**config.mk**
```make
export PLATFORM = sky130hd
export DESIGN_NAME = matrix_mult_seq
export DESIGN_NICKNAME = d
export VERILOG_FILES = /design/src/rtl/matrix_mult_seq.sv
export SDC_FILE = /design/constraint.sdc
export NUM_CORES = 1
export LEC_CHECK = 0
export CORE_ASPECT_RATIO = 0.7
export CORE_UTILIZATION = 35
export DETAILED_ROUTE_END_ITERATION = 7
export PLACE_DENSITY = 0.6
export REMOVE_ABC_BUFFERS = 1
export SLEW_MARGIN = 20
export SYNTH_ARGS = -nofsm -noshare
export SYNTH_HDL_FRONTEND = slang
export SYNTH_SLANG_ARGS = --single-unit
```
**constraint.sdc**
```tcl
create_clock -name clk -period 11.8 [get_ports clk]
set_input_delay 1.18 -clock clk [delete_from_list [all_inputs] [get_ports clk]]
set_output_delay 1.18 -clock clk [all_outputs]
set_load 0.03 [all_outputs]
```
**src/rtl/matrix_mult_seq.sv**
```systemverilog
// matrix_mult_seq
// Sequential NxN matrix multiplier, C = A x B, built around one multiply-accumulate
// unit. A and B stream in row-major, one element pair per beat, then every C element
// is produced in N cycles and streamed out row-major.
//
// Ports:
//   clk, rst             clock; asynchronous active-high reset
//   in_valid / in_ready  input handshake for one (in_a, in_b) element pair
//   in_a, in_b           A and B elements in row-major order
//   out_valid/out_ready  output handshake for one C element
//   out_data             C element (ACC_W bits, wraps modulo 2^ACC_W)
//   out_row, out_col     position of out_data in C
//   out_last             marks C[N-1][N-1]
//   busy                 high while computing or emitting results
module matrix_mult_seq #(
  parameter int N      = 3,
  parameter int DATA_W = 8,
  parameter int ACC_W  = 19,
  parameter int SIGNED = 0,
  localparam int IDX_W = $clog2(N)
) (
  input  logic              clk,
  input  logic              rst,
  input  logic              in_valid,
  output logic              in_ready,
  input  logic [DATA_W-1:0] in_a,
  input  logic [DATA_W-1:0] in_b,
  output logic              out_valid,
  input  logic              out_ready,
  output logic [ACC_W-1:0]  out_data,
  output logic [IDX_W-1:0]  out_row,
  output logic [IDX_W-1:0]  out_col,
  output logic              out_last,
  output logic              busy
);

  typedef enum logic [1:0] {LOAD, COMPUTE, OUTPUT} state_t;

  localparam logic [IDX_W-1:0] LAST   = IDX_W'(N - 1);
  localparam int               PROD_W = 2 * DATA_W;

  state_t state, state_next;

  logic [DATA_W-1:0] a_mem [N][N];
  logic [DATA_W-1:0] b_mem [N][N];

  logic [IDX_W-1:0] ld_row, ld_col;
  logic [IDX_W-1:0] row, col, mac;
  logic [ACC_W-1:0] acc, acc_next, prod_ext;
  logic [PROD_W-1:0] op_a_ext, op_b_ext, prod;

  logic load_fire, load_done, mac_done, out_fire, at_last;

  assign load_fire = in_valid && (state == LOAD);
  assign load_done = load_fire && (ld_row == LAST) && (ld_col == LAST);
  assign mac_done  = (state == COMPUTE) && (mac == LAST);
  assign out_fire  = (state == OUTPUT) && out_ready;
  assign at_last   = (row == LAST) && (col == LAST);

  // Operands are widened to the full product width first, so the low PROD_W bits of
  // the multiply are the exact product for both signed and unsigned operands.
  assign op_a_ext = {{DATA_W{(SIGNED != 0) && a_mem[row][mac][DATA_W-1]}}, a_mem[row][mac]};
  assign op_b_ext = {{DATA_W{(SIGNED != 0) && b_mem[mac][col][DATA_W-1]}}, b_mem[mac][col]};
  assign prod     = op_a_ext * op_b_ext;

  // The product is extended to the accumulator width; when both are equal there is
  // nothing to extend and a zero-width replication must be avoided.
  generate
    if (ACC_W > PROD_W) begin : g_ext
      assign prod_ext = {{(ACC_W - PROD_W){(SIGNED != 0) && prod[PROD_W-1]}}, prod};
    end else begin : g_noext
      assign prod_ext = prod;
    end
  endgenerate

  // First MAC cycle of each element restarts the sum instead of adding to it.
  assign acc_next = ((mac == '0) ? '0 : acc) + prod_ext;

  // Operand storage has no reset; it is only read after a complete load.
  always_ff @(posedge clk) begin
    if (load_fire) begin
      a_mem[ld_row][ld_col] <= in_a;
      b_mem[ld_row][ld_col] <= in_b;
    end
  end

  always_ff @(posedge clk or posedge rst) begin
    if (rst) begin
      state <= LOAD;
    end else begin
      state <= state_next;
    end
  end

  // Counters, accumulator and the registered result.
  always_ff @(posedge clk or posedge rst) begin
    if (rst) begin
      ld_row   <= '0;
      ld_col   <= '0;
      row      <= '0;
      col      <= '0;
      mac      <= '0;
      acc      <= '0;
      out_data <= '0;
    end else begin
      case (state)
        LOAD: begin
          if (load_fire) begin
            if (ld_col == LAST) begin
              ld_col <= '0;
              ld_row <= (ld_row == LAST) ? '0 : ld_row + 1'b1;
            end else begin
              ld_col <= ld_col + 1'b1;
            end
            if (load_done) begin
              row <= '0;
              col <= '0;
              mac <= '0;
            end
          end
        end
        COMPUTE: begin
          acc <= acc_next;
          if (mac_done) begin
            mac      <= '0;
            out_data <= acc_next;
          end else begin
            mac <= mac + 1'b1;
          end
        end
        OUTPUT: begin
          if (out_fire) begin
            if (at_last) begin
              row    <= '0;
              col    <= '0;
              ld_row <= '0;
              ld_col <= '0;
            end else if (col == LAST) begin
              col <= '0;
              row <= row + 1'b1;
            end else begin
              col <= col + 1'b1;
            end
          end
        end
        default: begin
        end
      endcase
    end
  end

  always_comb begin
    state_next = state;
    in_ready   = 1'b0;
    out_valid  = 1'b0;
    out_last   = 1'b0;
    busy       = 1'b0;
    case (state)
      LOAD: begin
        in_ready = 1'b1;
        if (load_done) state_next = COMPUTE;
      end
      COMPUTE: begin
        busy = 1'b1;
        if (mac_done) state_next = OUTPUT;
      end
      OUTPUT: begin
        busy      = 1'b1;
        out_valid = 1'b1;
        out_last  = at_last;
        if (out_fire) state_next = at_last ? LOAD : COMPUTE;
      end
      default: state_next = LOAD;
    endcase
  end

  assign out_row = row;
  assign out_col = col;

endmodule

```
* Word level (Yosys, flattened, before mapping)
Memories as Yosys holds them, arrays and structs flattened. Index checks and enable logic that the tools add are counted.
Storage, ports and cells: flip-flop bits (word level) 50, memory bits (writable) 144, input bits 20, output and inout bits 27, logic and storage cells 98, memories kept 2
Memories:
- a_mem | words 3, bits a word 24, read ports 1, clocked after memory_dff 0, wr ports 1, line 44 | logic [DATA_W-1:0] a_mem [N][N];
- b_mem | words 3, bits a word 24, read ports 1, clocked after memory_dff 0, wr ports 1, line 45 | logic [DATA_W-1:0] b_mem [N][N];
Operators by class: add/subtract/negate cells 6, multipliers 1, magnitude comparators 4, eq/ne operators 14, muxes and demuxes 41, bitwise logic cells 3, reductions and logical operators 19
Operator list (number):
- 8-bit two-way mux | 5
- 2-bit two-way mux | 19
- 8-bit binary-select mux with 2-bit select | 2
- 24-bit two-way mux | 1
- 2-bit case mux with 2 select lines | 5
- 19-bit by 16-bit adder with 19-bit output | 1
- 19-bit two-way mux | 1
- 8-bit demux with 2-bit select | 1
- 8-bit by 8-bit multiplier with 16-bit output | 1
- 2-bit == test, second input constant | 6
- 2-bit by 1-bit adder with 2-bit output, second input constant | 5
- 2-bit != test, second input constant | 5
- 5-bit AND reduction | 2
- 3-bit greater-or-equal comparator, second input constant | 3
- 2-bit NOT with 3-bit output | 3
- 4-bit AND reduction | 2
- 1-bit logical AND | 7
- 1-bit two-way mux | 6
- 2-bit case mux with 3 select lines | 1
- 3-bit AND reduction | 2
- 2-bit logical NOT | 2
- 2-bit nonzero test | 2
- 3-bit by 1-bit < comparator with 1-bit output, second input constant | 1
- 3-bit by 2-bit != test with 1-bit output, second input constant | 1
- 4 further kinds | 4

* Longest topological paths before layout
Gate-level depths: netlist of the first run.
depth after elaboration 7, depth in mapped cells 24, depth with buffers taken out 22

* Least setup slack after synthesis of the first run
OpenSTA, ideal clock, no wires.
path type register -> register, start point register row[0] (netlist: out_row[0]), end point register out_data[17], library setup time 124 ps, arrival time 5639 ps, required time 11676 ps, slack 6037 ps, cell stages (with the launch flop) 21, buffers on the path 1, period minus slack after synthesis 5763 ps, cells stage by stage dfrtp_1 buf_2 mux4_2 nor2_1 a21oi_1 a21oi_2 nor2_1 fa_1 inv_1 fa_1 inv_1 fa_1 inv_1 fa_1 inv_1 ha_1 a21o_1 a221o_1 a31oi_1 nor4b_1 a211o_1
On the way: longest elaborated chain between the ends 6
Ends and longest elaborated chain:
- from (decl) | line 48 | logic [IDX_W-1:0] row, col, mac;
- from (signal assigned) | line 140 | row <= row + 1'b1;
- memory 3 x 24 bit
- 8-bit binary-select mux with 2-bit select | line 62 | assign op_a_ext = {{DATA_W{(SIGNED != 0) && a_mem[row][mac][DATA_W-1]}}, a_mem[row][mac]};
- 8-bit two-way mux (implied by the code) (2 in a row) | line 62
- 8-bit by 8-bit multiplier with 16-bit output | line 64 | assign prod = op_a_ext * op_b_ext;
- 19-bit by 16-bit adder with 19-bit output | line 77 | assign acc_next = ((mac == '0) ? '0 : acc) + prod_ext;
- to (signal assigned) | line 126 | out_data <= acc_next;
- to (decl) | line 30 | output logic [ACC_W-1:0] out_data,
No other way between the ends. The select of a mux whose other input is x is not followed. A chain may end at the register's enable or synchronous reset.

* Worst setup path after layout of the first run
start point register mac[0], end point register out_data[17]
On the way: longest elaborated chain between the ends 6, elaborated cells between the ends (all ways) 15, those cells by class 1 x add/sub; 1 x mul; 1 x eq/ne; 7 x mux; 1 x bitwise; 3 x reduce/logical; 1 x memory
Ends and longest elaborated chain:
- from (decl) | line 48
- from (signal assigned) | line 128 | mac <= mac + 1'b1;
- memory 3 x 24 bit / 2-bit NOT with 3-bit output (equally long branches)
- 8-bit binary-select mux with 2-bit select, on equally long branches | line 63, 62
- 8-bit two-way mux, on equally long branches (2 in a row) | line 63, 62
- 8-bit by 8-bit multiplier with 16-bit output | line 64
- 19-bit by 16-bit adder with 19-bit output | line 77
Parallel ways exist; a longest one is shown, timed or not. The select of a mux whose other input is x is not followed.

==> metrics.txt, run 1 <==
layout cells sized above 1 0.121; number of buffers added on ports 46; largest net degree at the start of global routing 54; number of flops mapped to enable cells by yosys 144; Yosys reg bits 194; Worst-Skew Late Latency 0.45 ns; DRC viols 0; Max Slew Vio Count 0; HP Class flip-flop to flip-flop; YS warnings 0; Syn Inst Count 832; DP Worst Slack 5.22 ns; Area contributors post-synth edfxtp_1 (41%), dfrtp_1 (12%), fa_1 (9.5%); vias 6355; CTS-repair resized insts 0; post-CTS setup buffers 0; cell taking the most area after synthesis edfxtp_1; Synth Cell Area 10600 µm²; Die H 147 µm; CTS tree built; ys async rst share 0.258; # diodes 0; CP Cell Sequence buf_4 -> mux2_2 -> mux4_2 -> a21oi_4 -> nand2b_1 -> fa_1 -> fa_1 -> inv_1 -> fa_1 -> inv_1 -> fa_1 -> inv_1 -> ha_1 -> a21o_1 -> a221o_1 -> a31oi_1 -> nor4b_1 -> a211o_1; commonest non-fill, non-tap cells in the layout edfxtp_1 (144), inv_1 (95), nor2_1 (90); crit path time final 6.58 ns; post-route ant nets 0; filler cell count 2765; Critical Path AT 6.93 ns; sequential area share after synthesis 0.528; FF/Latch Area 5580 µm²; fin crit share 0.558; Congestion Overflow GR 0; Final GP Congestion 0.786; wire per inst 17.4 µm; Setup crit start kind flip-flop; Initial Util 0.361; Final #Nets 999; worst setup margin 5.22 ns; FP Rows 52; top-level I/O count 47; non-filler cells, final 1274; unrepaired setup endpoints after global routing false; Die X 210 µm; Clock Pin Slew Worst Setup and Hold Paths 0.07 ns; area grow syn2layout 14.5%; number of clock buffers inserted by TritonCTS 17; # hold bufs at CTS 0; top_reg_cell synth edfxtp_1; Clock Skew 0.00913 ns; MaxCap Viol Count 0; drt pass-1 iters 5; most used cell, CP fa_1; crit path max-delay cell type dfrtp_1; vias in the first global route 6458; Final setup viols 0; worst-margin pin slew 0.804 ns; clk sinks 194; Critical Path RT 12.14 ns; commonest non-fill, non-tap cell in the layout edfxtp_1; area share of the largest cell type after synthesis 0.409; multi-input combinational cell area 4520 µm²; initial drt markers 366; routed wire length 22200 µm; delay of the slowest critical-path stage 0.77 ns; global-route wire length before repair 36400 µm; final setup TNS 0 ns; GRT Util Overall 0.156; H-Tree Depth 4; crit-path max FO 20; hpwl dp 15400 µm; maximum root-to-sink buffer count 2; core area 29300 µm²; run status finished, final reports clean; Netlist cell types 60; Root Buffer clkbuf_16; crit-path leading delay family adder cells; die area 30900 µm²; CP bufs+invs 4; Placed Cells 1243; Critical Path End Type flip-flop; Syn Area/Cell 12.7 µm²; final hold viol count 0; Max Fclk 152 MHz; critical path class flip-flop to flip-flop; initial antenna violation count 0; worst rel slew slack 0.464; Via density 4.99
==> cells by family after synthesis <==
logic type,after synthesis,synth area share
muxes,80,0.0970
xor gates and xnor gates,11,0.00912
adders and majority gates,95,0.148
AOI/OAI and AO/OA,120,0.0822
DFF,194,0.528
and+or+nand+nor,205,0.0886
buffers and inverters,127,0.0477
==> layout make-up <==
cell class              count  share of cell area
clock buffers              19              0.0358
clock inverters            12              0.0128
inverters                  98              0.0304
multi-input cells         511               0.373
flip-flops and latches    194               0.461
well taps                 378              0.0391
repair buffers             62              0.0480
==> metrics by stage <==
step	instance area, µm²	hold slack [ns]	util
after floorplan	10400	0.444	-
after global placement	11500	0.472	0.393
after detailed placement	11500	0.474	0.393
after CTS	12100	0.494	0.413
after global routing	12100	0.505	0.413
final	12100	0.486	0.413
==> cell usage after synthesis, types with 10 or more instances <==
library cell and n:
mux2_1 13, o21ai_0 13, edfxtp_1 144, mux2_2 18, ha_1 45, nor2_1 90, a21oi_1 35, mux2i_1 33
inv_1 96, dfrtp_1 50, mux4_2 14, nor3_1 10, clkbuf_1 14, nand2b_1 20, o21ai_1 15, a21o_1 10
fa_1 50, buf_2 10, nand2_1 49
==> path summary, 6_finish.rpt <==
kind,startpoint,end,slack [ns],cells after the start
max in group asynchronous,rst,mac[1]$_DFFE_PP0P_,10.09,3
worst min-delay path,out_data[0]$_DFFE_PP0P_,out_data[0]$_DFFE_PP0P_,0.49,1
min in group asynchronous,rst,out_data[16]$_DFFE_PP0P_,1.23,3
worst max register to register,mac[0]$_DFFE_PP0P_,out_data[17]$_DFFE_PP0P_,5.22,18
worst max-delay path,mac[0]$_DFFE_PP0P_,out_data[17]$_DFFE_PP0P_,5.22,18
worst min register to register,out_data[0]$_DFFE_PP0P_,out_data[0]$_DFFE_PP0P_,0.49,1
==> registers in the layout, indices dropped and copies added (netlist names) <==
| signal | count |
|---|---|
| ld_row | 2 |
| out_col | 2 |
| ld_col | 2 |
| acc | 19 |
| mac | 2 |
| out_data | 19 |
| b_mem | 72 |
| state | 2 |
| a_mem | 72 |
| out_row | 2 |
==> metal layers <==
layer,part of all wire,vias up,global-route usage
met5,0,-,0
met4,0.013,0,0.0460
li1,-,2993,-
met2,0.42,124,0.225
met3,0.045,21,0.0340
met1,0.52,3217,0.233
Power of run 1 is left out: the tool's default activity adds up to more than one toggle a clock period on the data nets, which glitch-free logic cannot reach.
==> run 2, diff against run 1 <==
==> constraint.sdc (replaced) <==
create_clock -name clk -period 6.8 [get_ports clk]
set_input_delay 0.68 -clock clk [delete_from_list [all_inputs] [get_ports clk]]
set_output_delay 0.68 -clock clk [all_outputs]
set_load 0.03 [all_outputs]
==> metrics.txt, run 2 (synthesized netlist as in run 1, its figures left out) <==
run status finished, final reports clean; initial antenna violation count 0; Placed Cells 1252; worst-margin pin slew 0.942 ns; area grow syn2layout 14.8%; Critical Path AT 6.50 ns; global-route wire length before repair 36800 µm; maximum root-to-sink buffer count 2; CP bufs+invs 4; routed wire length 23000 µm; # diodes 0; Final #Nets 1008; Worst-Skew Late Latency 0.45 ns; Via density 4.99; core area 29300 µm²; Setup crit start kind flip-flop; DRC viols 0; post-route ant nets 0; unrepaired setup endpoints after global routing false; non-filler cells, final 1284; final setup TNS 0 ns; Final setup viols 0; H-Tree Depth 4; FF-to-FF Start out_row[0]$_DFFE_PP0P_; worst rel slew slack 0.372; MaxCap Viol Count 0; Die H 147 µm; Max Slew Vio Count 0; Initial Util 0.361; CTS tree built; # hold bufs at CTS 0; Max Fclk 162 MHz; fin crit share 0.908; CTS-repair resized insts 0; filler cell count 2744; Die X 210 µm; critical path class flip-flop to flip-flop; die area 30900 µm²; Worst Hold Launch out_data[12]$_DFFE_PP0P_; Final GP Congestion 0.775; Root Buffer clkbuf_16; number of clock buffers inserted by TritonCTS 17; clk sinks 194; Clock Skew 0.0104 ns; Critical Path End Type flip-flop; Congestion Overflow GR 0; post-CTS setup buffers 0; FP Rows 52; HP Class flip-flop to flip-flop; drt pass-1 iters 5; GRT Util Overall 0.158; layout cells sized above 1 0.130; Critical Path RT 7.13 ns; vias in the first global route 6482; wire per inst 17.9 µm; largest net degree at the start of global routing 51; hpwl dp 16100 µm; initial drt markers 462; delay of the slowest critical-path stage 0.65 ns; commonest non-fill, non-tap cells in the layout edfxtp_1 (144), inv_1 (95), nor2_1 (90); number of buffers added on ports 46; crit path max-delay cell type dfrtp_1; CP Cell Sequence buf_4 -> mux2i_1 -> nor2_1 -> a21oi_1 -> nor2_1 -> a21oi_2 -> or2_1 -> fa_1 -> fa_1 -> inv_1 -> fa_1 -> inv_1 -> fa_1 -> inv_1 -> ha_1 -> a21o_1 -> a221o_1 -> a31oi_1 -> nor4b_1 -> a211o_1; crit path from out_row[0]$_DFFE_PP0P_; most used cell, CP fa_1; Clock Pin Slew Worst Setup and Hold Paths 0.07 ns; crit-path leading delay family adder cells; crit path time final 6.17 ns; crit-path max FO 8; final hold viol count 0; top-level I/O count 47; commonest non-fill, non-tap cell in the layout edfxtp_1; biggest regs a_mem: 72 flops, b_mem: 72 flops; vias 6407
==> run 2: cell types whose count changed in the layout (fill, tap and decap cells not counted) <==
cell | previous run | this run
clkinv_1 | 2 | 1
clkbuf_1 | 2 | 3
clkinvlp_4 | 3 | 2
bufinv_16 | 3 | 0
clkinv_8 | 0 | 1
clkinv_4 | 1 | 2
clkinv_2 | 0 | 1
buf_12 | 0 | 1
buf_4 | 16 | 24
inv_6 | 3 | 5
==> run 2: metal layers <==
layer  GRT usage  vias up  share of wire
met4      0.0420        0          0.011
met3      0.0359       23          0.055
met2       0.229      179           0.43
met5           0        -              0
met1       0.238     3188           0.51
li1            -     3017              -
==> run 2: tightest hold or removal path: cells and delay by family (launching register included) <==
kind | cells | cell delay [ns]
flip-flops | 1 | 0.34
AND/OR/NAND/NOR | 1 | 0.05
AO/OA/AOI/OAI | 1 | 0.05
==> run 2: final timing paths <==
path,to,slack [ns],cells after the start
max,out_data[17]$_DFFE_PP0P_,0.63,20
min,out_data[12]$_DFFE_PP0P_,0.48,2
max reg2reg,out_data[17]$_DFFE_PP0P_,0.63,20
min reg2reg,out_data[12]$_DFFE_PP0P_,0.48,2
max in group asynchronous,mac[1]$_DFFE_PP0P_,5.56,3
min in group asynchronous,state[0]$_DFFE_PP0P_,0.75,3
==> run 2: per-stage QoR <==
stage / cell area, µm² / hold WS [ns] / setup slack [ns] / utilization
2_1_floorplan: 10400 / 0.444 / 0.659 / -
3_3_place_gp: 11600 / 0.473 / 0.728 / 0.396
3_5_place_dp: 11600 / 0.479 / 0.685 / 0.396
4_1_cts: 12100 / 0.495 / 0.627 / 0.414
5_1_grt: 12100 / 0.508 / 0.300 / 0.414
6_report: 12100 / 0.483 / 0.628 / 0.414
==> run 2: layout make-up <==
cell class | count | area (µm²) | area share
sequential | 194 | 5580 | 0.460
multi-input combinational | 511 | 4520 | 0.372
timing repair buffer | 71 | 661 | 0.0544
tap | 378 | 473 | 0.0390
clock buffer | 20 | 437 | 0.0360
inverter | 98 | 368 | 0.0303
clock inverter | 12 | 101 | 0.00835
Power of run 2 is left out for the same reason.
